File: config.mk
export PLATFORM = sky130hd
export DESIGN_NAME = serial_magnitude_comparator_flat
export DESIGN_NICKNAME = d
export VERILOG_FILES = /design/src/rtl/serial_magnitude_comparator_if.sv /design/src/rtl/serial_magnitude_comparator.sv /design/src/flat_wrapper.sv
export SDC_FILE = /design/constraint.sdc
export NUM_CORES = 1
export LEC_CHECK = 0
export CAP_MARGIN = 15
export CORE_MARGIN = 5
export CORE_UTILIZATION = 49
export CTS_BUF_LIST = sky130_fd_sc_hd__clkbuf_4 sky130_fd_sc_hd__clkbuf_8
export CTS_CLUSTER_SIZE = 30
export DETAILED_ROUTE_END_ITERATION = 7
export PLACE_DENSITY_LB_ADDON = 0.2
export SLEW_MARGIN = 40
export SYNTH_ARGS = -nofsm -noshare
export SYNTH_HDL_FRONTEND = slang
export SYNTH_SLANG_ARGS = --single-unit
File: constraint.sdc
create_clock -name clk -period 2.09 [get_ports clk]
set_input_delay 0.418 -clock clk [delete_from_list [all_inputs] [get_ports clk]]
set_output_delay 0.418 -clock clk [all_outputs]
set_load 0.005 [all_outputs]
File: src/rtl/serial_magnitude_comparator_if.sv
// rtl/serial_magnitude_comparator_if.sv - request/verdict and nibble-comparator signals of the serial comparator
interface serial_magnitude_comparator_if #(
    parameter int NIBBLES = 4
);
    localparam int W = 4 * NIBBLES;

    logic         start;
    logic [W-1:0] op_a;
    logic [W-1:0] op_b;
    logic         busy;
    logic         done;
    logic [2:0]   result;
    logic         err;
    logic [3:0]   cmp_a;
    logic [3:0]   cmp_b;
    logic [2:0]   cmp_r;

    modport master (
        output start, op_a, op_b, cmp_r,
        input  busy, done, result, err, cmp_a, cmp_b
    );

    modport slave (
        input  start, op_a, op_b, cmp_r,
        output busy, done, result, err, cmp_a, cmp_b
    );
endinterface

File: src/rtl/serial_magnitude_comparator.sv
// rtl/serial_magnitude_comparator.sv - MSB-first nibble-serial magnitude comparator around an external 4-bit stage
module serial_magnitude_comparator #(
    parameter int NIBBLES = 4
) (
    input  logic                          clk,
    input  logic                          rst,
    serial_magnitude_comparator_if.slave  bus
);
    localparam int W  = 4 * NIBBLES;
    localparam int IW = $clog2(NIBBLES);

    typedef enum logic [1:0] {
        IDLE = 2'd0,
        SCAN = 2'd1,
        DONE = 2'd2
    } state_t;

    state_t        state;
    logic [W-1:0]  reg_a;
    logic [W-1:0]  reg_b;
    logic [IW-1:0] idx;
    logic [IW+1:0] base;
    logic          busy_q;
    logic          done_q;
    logic [2:0]    result_q;
    logic          err_q;

    // Nibble select comes only from latched operands and the index register.
    assign base      = {idx, 2'b00};
    assign bus.cmp_a = (state == SCAN) ? reg_a[base +: 4] : 4'd0;
    assign bus.cmp_b = (state == SCAN) ? reg_b[base +: 4] : 4'd0;

    assign bus.busy   = busy_q;
    assign bus.done   = done_q;
    assign bus.result = result_q;
    assign bus.err    = err_q;

    always_ff @(posedge clk) begin
        if (rst) begin
            state    <= IDLE;
            reg_a    <= '0;
            reg_b    <= '0;
            idx      <= '0;
            busy_q   <= 1'b0;
            done_q   <= 1'b0;
            result_q <= 3'b000;
            err_q    <= 1'b0;
        end else begin
            case (state)
                IDLE: begin
                    done_q <= 1'b0;
                    if (bus.start) begin
                        reg_a  <= bus.op_a;
                        reg_b  <= bus.op_b;
                        idx    <= IW'(NIBBLES - 1);
                        err_q  <= 1'b0;
                        busy_q <= 1'b1;
                        state  <= SCAN;
                    end
                end
                SCAN: begin
                    case (bus.cmp_r)
                        3'b100, 3'b001: begin
                            result_q <= bus.cmp_r;
                            done_q   <= 1'b1;
                            state    <= DONE;
                        end
                        3'b010: begin
                            if (idx == '0) begin
                                result_q <= 3'b010;
                                done_q   <= 1'b1;
                                state    <= DONE;
                            end else begin
                                idx <= idx - 1'b1;
                            end
                        end
                        default: begin
                            // A corrupt stage code poisons the verdict rather than guessing.
                            result_q <= 3'b000;
                            err_q    <= 1'b1;
                            done_q   <= 1'b1;
                            state    <= DONE;
                        end
                    endcase
                end
                DONE: begin
                    done_q <= 1'b0;
                    busy_q <= 1'b0;
                    state  <= IDLE;
                end
                default: begin
                    done_q <= 1'b0;
                    busy_q <= 1'b0;
                    state  <= IDLE;
                end
            endcase
        end
    end
endmodule
File: src/flat_wrapper.sv
// flat-port wrapper written by rule: the top's interface ports become plain ports
module serial_magnitude_comparator_flat 
#(
    parameter int NIBBLES = 4
)
  (clk, rst, bus_start, bus_op_a, bus_op_b, bus_cmp_r, bus_busy, bus_done, bus_result, bus_err, bus_cmp_a, bus_cmp_b);
  serial_magnitude_comparator_if #(.NIBBLES(NIBBLES)) bus_i ();
  input  logic clk;
  input  logic rst;
  input wire logic [$bits(bus_i.start)-1:0] bus_start;
  input wire logic [$bits(bus_i.op_a)-1:0] bus_op_a;
  input wire logic [$bits(bus_i.op_b)-1:0] bus_op_b;
  input wire logic [$bits(bus_i.cmp_r)-1:0] bus_cmp_r;
  output wire logic [$bits(bus_i.busy)-1:0] bus_busy;
  output wire logic [$bits(bus_i.done)-1:0] bus_done;
  output wire logic [$bits(bus_i.result)-1:0] bus_result;
  output wire logic [$bits(bus_i.err)-1:0] bus_err;
  output wire logic [$bits(bus_i.cmp_a)-1:0] bus_cmp_a;
  output wire logic [$bits(bus_i.cmp_b)-1:0] bus_cmp_b;
  assign bus_i.start = bus_start;
  assign bus_i.op_a = bus_op_a;
  assign bus_i.op_b = bus_op_b;
  assign bus_i.cmp_r = bus_cmp_r;
  assign bus_busy = bus_i.busy;
  assign bus_done = bus_i.done;
  assign bus_result = bus_i.result;
  assign bus_err = bus_i.err;
  assign bus_cmp_a = bus_i.cmp_a;
  assign bus_cmp_b = bus_i.cmp_b;
  serial_magnitude_comparator #(.NIBBLES(NIBBLES)) u_core (.clk(clk), .rst(rst), .bus(bus_i));
endmodule
==> metrics.md <==
| Metric | Value |
|---|---|
| Status | complete, no violations |
| Area of the multi-input gates | ~900 um^2 |
| HP Start | u_core.reg_b[13] |
| Final Setup Violations | 0 |
| Die H | slightly above 70 um |
| Top cell type's share of synthesized area | 0.471 |
| Yosys warnings | 0 |
| Syn avg cell area | 8.75 um^2 |
| Congestion Overflow GR | 0 |
| Crit Path Max Fanout | 6 |
| Ys async rst share | 0 |
| FF/Latch Area | 846 um^2 |
| Clk root buf | clkbuf_8 |
| CP Class | flop to output pin |
| Initial DRT Pass Iterations | 4 |
| Worst Hold Class | flop to flop |
| Area of the mapped netlist | 1790 um^2 |
| Mapped Nets | 243 |
| Clock Tree Buf Depth | 2 |
| Post-DP HPWL | just under 3000 um |
| Fill cell count | between 200 and 300 |
| Site Rows | 22 |
| Commonest non-fill, non-tap cells in the layout | nand2_1 (65), clkdlybuf4s50_1 (43), dfxtp_1 (40) |
| Setup TNS | 0 ns |
| P_leak | between 0.9 and 1 nW |
| Arrival time of the worst setup path | between 1.5 and 2 ns |
| Post-route clock period utilization | 0.971 |
| 1st-iter DRT viols | 102 |
| Req. time, crit path | between 1.5 and 2 ns |
| Pwr/cell area | 677 nW/um^2 |
| Cts hold-fix bufs | 0 |
| Share of layout cells above drive strength 1 | 0.157 |
| Total chip power | approximately 1.7 mW |
| Top-level I/O count | 52 |
| Vias in the first global route | between 1.5k and 2k |
| Final Wtd Congestion | 0.728 |
| Maximum vdd drop | 449 uV |
| Max-slew headroom | 0.828 |
| NumNets Final | 300 |
| Initial Util | 0.495 |
| Most common cell after layout, fill and taps aside | nand2_1 |
| ANT cells | 0 |
| Fin. Hold Viols | 0 |
| Clock Skews | between 0.002 and 0.003 ns |
| Largest net degree at the start of global routing | 44 |
| Die ar. | 4950 um^2 |
| Vias | ~1.6k |
| DRC viols | 0 |
| Post-synth top area cell | dfxtp_1 |
| Core box area | 3610 um^2 |
| Worst Hold End | u_core.reg_b[13] |
| First-pass GRT wire length | about 7000 um |
| Post-synthesis sequential area ratio | 0.471 |
| Synth top area cells | dfxtp_1 (47%), nand2_1 (14%), a21oi_1 (11%), mux4_2 (10%), and2_1 (2.8%) |
| Die width | 70.4 um |
| Routed WL | 4100 um |
| Worst-path clk slew | 0.07 ns |
| Peak Freq | approximately 0.49 GHz |
| Worst-Margin Slew | 0.257 ns |
| Worst R2R Setup Slack | approximately 0.52 ns |
| Antenna Nets Post-Route | 0 |
| Netlist cell types | 24 |
| PortBufs | ~50 |
| Skew-Pair Late Insertion Delay | between 0.2 and 0.3 ns |
| Slew Limit Fails | 0 |
| CTS buffer count | 5 |
| Layout area overhead | 40.9% |
| RSZ-0062 raised after global routing | no |
| R2r endpoint | u_core.idx[0] |
| Sink Count | 42 |
| Initial antenna violation count | 0 |
| H-Tree Depth | 2 |
| Worst reg2reg startpoint | u_core.idx[0] |
| WHS Path Cells | 2 |
| GRT Util Overall | 0.177 |
| Top FF cell, synth | dfxtp_1 |
| CTS tree | done |
| Synth Instances | between 200 and 250 |
| EDFF count, synth | 0 |
| Post-route minimum period | ~2 ns |
| DR vias/cell | 5.05 |
| CP Capture Type | output pin |
| Worst Reg-to-Reg Cells | 7 |
| DR WL/cell | approximately 13 um |
| #FFs+latches synth | 42 |
| # Max-Cap Violations | 0 |
| Startpoint Class | flop |
==> through the flow <==
step           hold WS (ns)  cell area [um^2]  utilization  setup slack [ns]  instances
5_1_grt               0.474              2510        0.697           0.00164        309
6_report              0.452              2510        0.697            0.0607        309
2_1_floorplan         0.433              1790            -             0.498        204
3_5_place_dp          0.445              2400        0.665           0.00347        300
4_1_cts               0.456              2500        0.693           0.00925        308
3_3_place_gp          0.441              2400        0.665            0.0160        300
==> how the worst max path moves through the flow <==
| stage | depth (start not counted) | startpoint | endpoint |
|---|---|---|---|
| floorplan | 3 | u_core.idx[1] | bus_cmp_b[0] |
| global placement | 3 | u_core.idx[0] | bus_cmp_a[3] |
| detailed placement | 3 | u_core.idx[0] | bus_cmp_a[1] |
| CTS | 4 | u_core.idx[1] | bus_cmp_b[3] |
| global route | 4 | u_core.idx[1] | bus_cmp_b[3] |
| finish | 3 | u_core.idx[0] | bus_cmp_a[1] |
==> per-layer routing <==
metal / wire length (um) / vias up / part of all wire / global-route usage
li1: - / 801 / - / -
met4: 89 / 0 / 0.022 / 0.0787
met3: 263 / 9 / 0.064 / 0.0719
met5: 0 / - / 0 / 0
met1: 1830 / 711 / 0.45 / 0.198
met2: 1920 / 40 / 0.47 / 0.291
==> repair_timing <==
action	in CTS	in global routing
setup endpoints to repair	8	5
resized for setup	16	9
pin swaps	1	0
buffers inserted	2	1
==> registers in the layout (all words and copies together) (netlist names) <==
register,cells
u_core.bus.result,3
u_core.bus.busy,1
u_core.state,2
u_core.bus.done,1
u_core.bus.err,1
u_core.reg_a,16
u_core.idx,2
u_core.reg_b,16
==> cell families (layout without fill, tap and decap cells) <==
kind of cell | after synthesis | after routing | synth area share
muxes | 8 | 8 | 0.101
DFF | 42 | 42 | 0.471
xor gates and xnor gates | 1 | 1 | 0.00491
buffers and inverters | 18 | 75 | 0.0441
and+or+nand+nor | 86 | 86 | 0.228
AOI/OAI and AO/OA | 48 | 48 | 0.144
adders and majority gates | 1 | 1 | 0.00701
==> synth_stat cells, types with 2 or more instances <==
library cell	number
or4b_1	2
a21oi_1	39
and2_1	8
dfxtp_1	42
nor2_1	3
o21ai_0	4
nand2_1	65
a211oi_1	2
mux4_2	8
inv_1	3
nor3_1	2
buf_2	9
clkbuf_1	6
==> power breakdown <==
part	internal (mW)	switching, mW
combinational	0.182	0.131
clock	0.256	0.252
sequential	0.851	0.0313
==> worst max-delay path, stage by stage (launching register included) <==
cell           delay (ns)
dfxtp_4              0.41
mux4_2               0.50
and2_1               0.16
dlygate4sd2_1        0.25
==> area by class of cell <==
class                           instances  share of cell area
Inverter                                3             0.00448
Sequential cell                        42               0.336
Tap cell                               48              0.0239
Timing Repair Buffer                   65               0.251
Multi-Input combinational cell        144               0.351
Clock buffer                            7              0.0333
No activity file was read; power rests on OpenSTA's default activity.
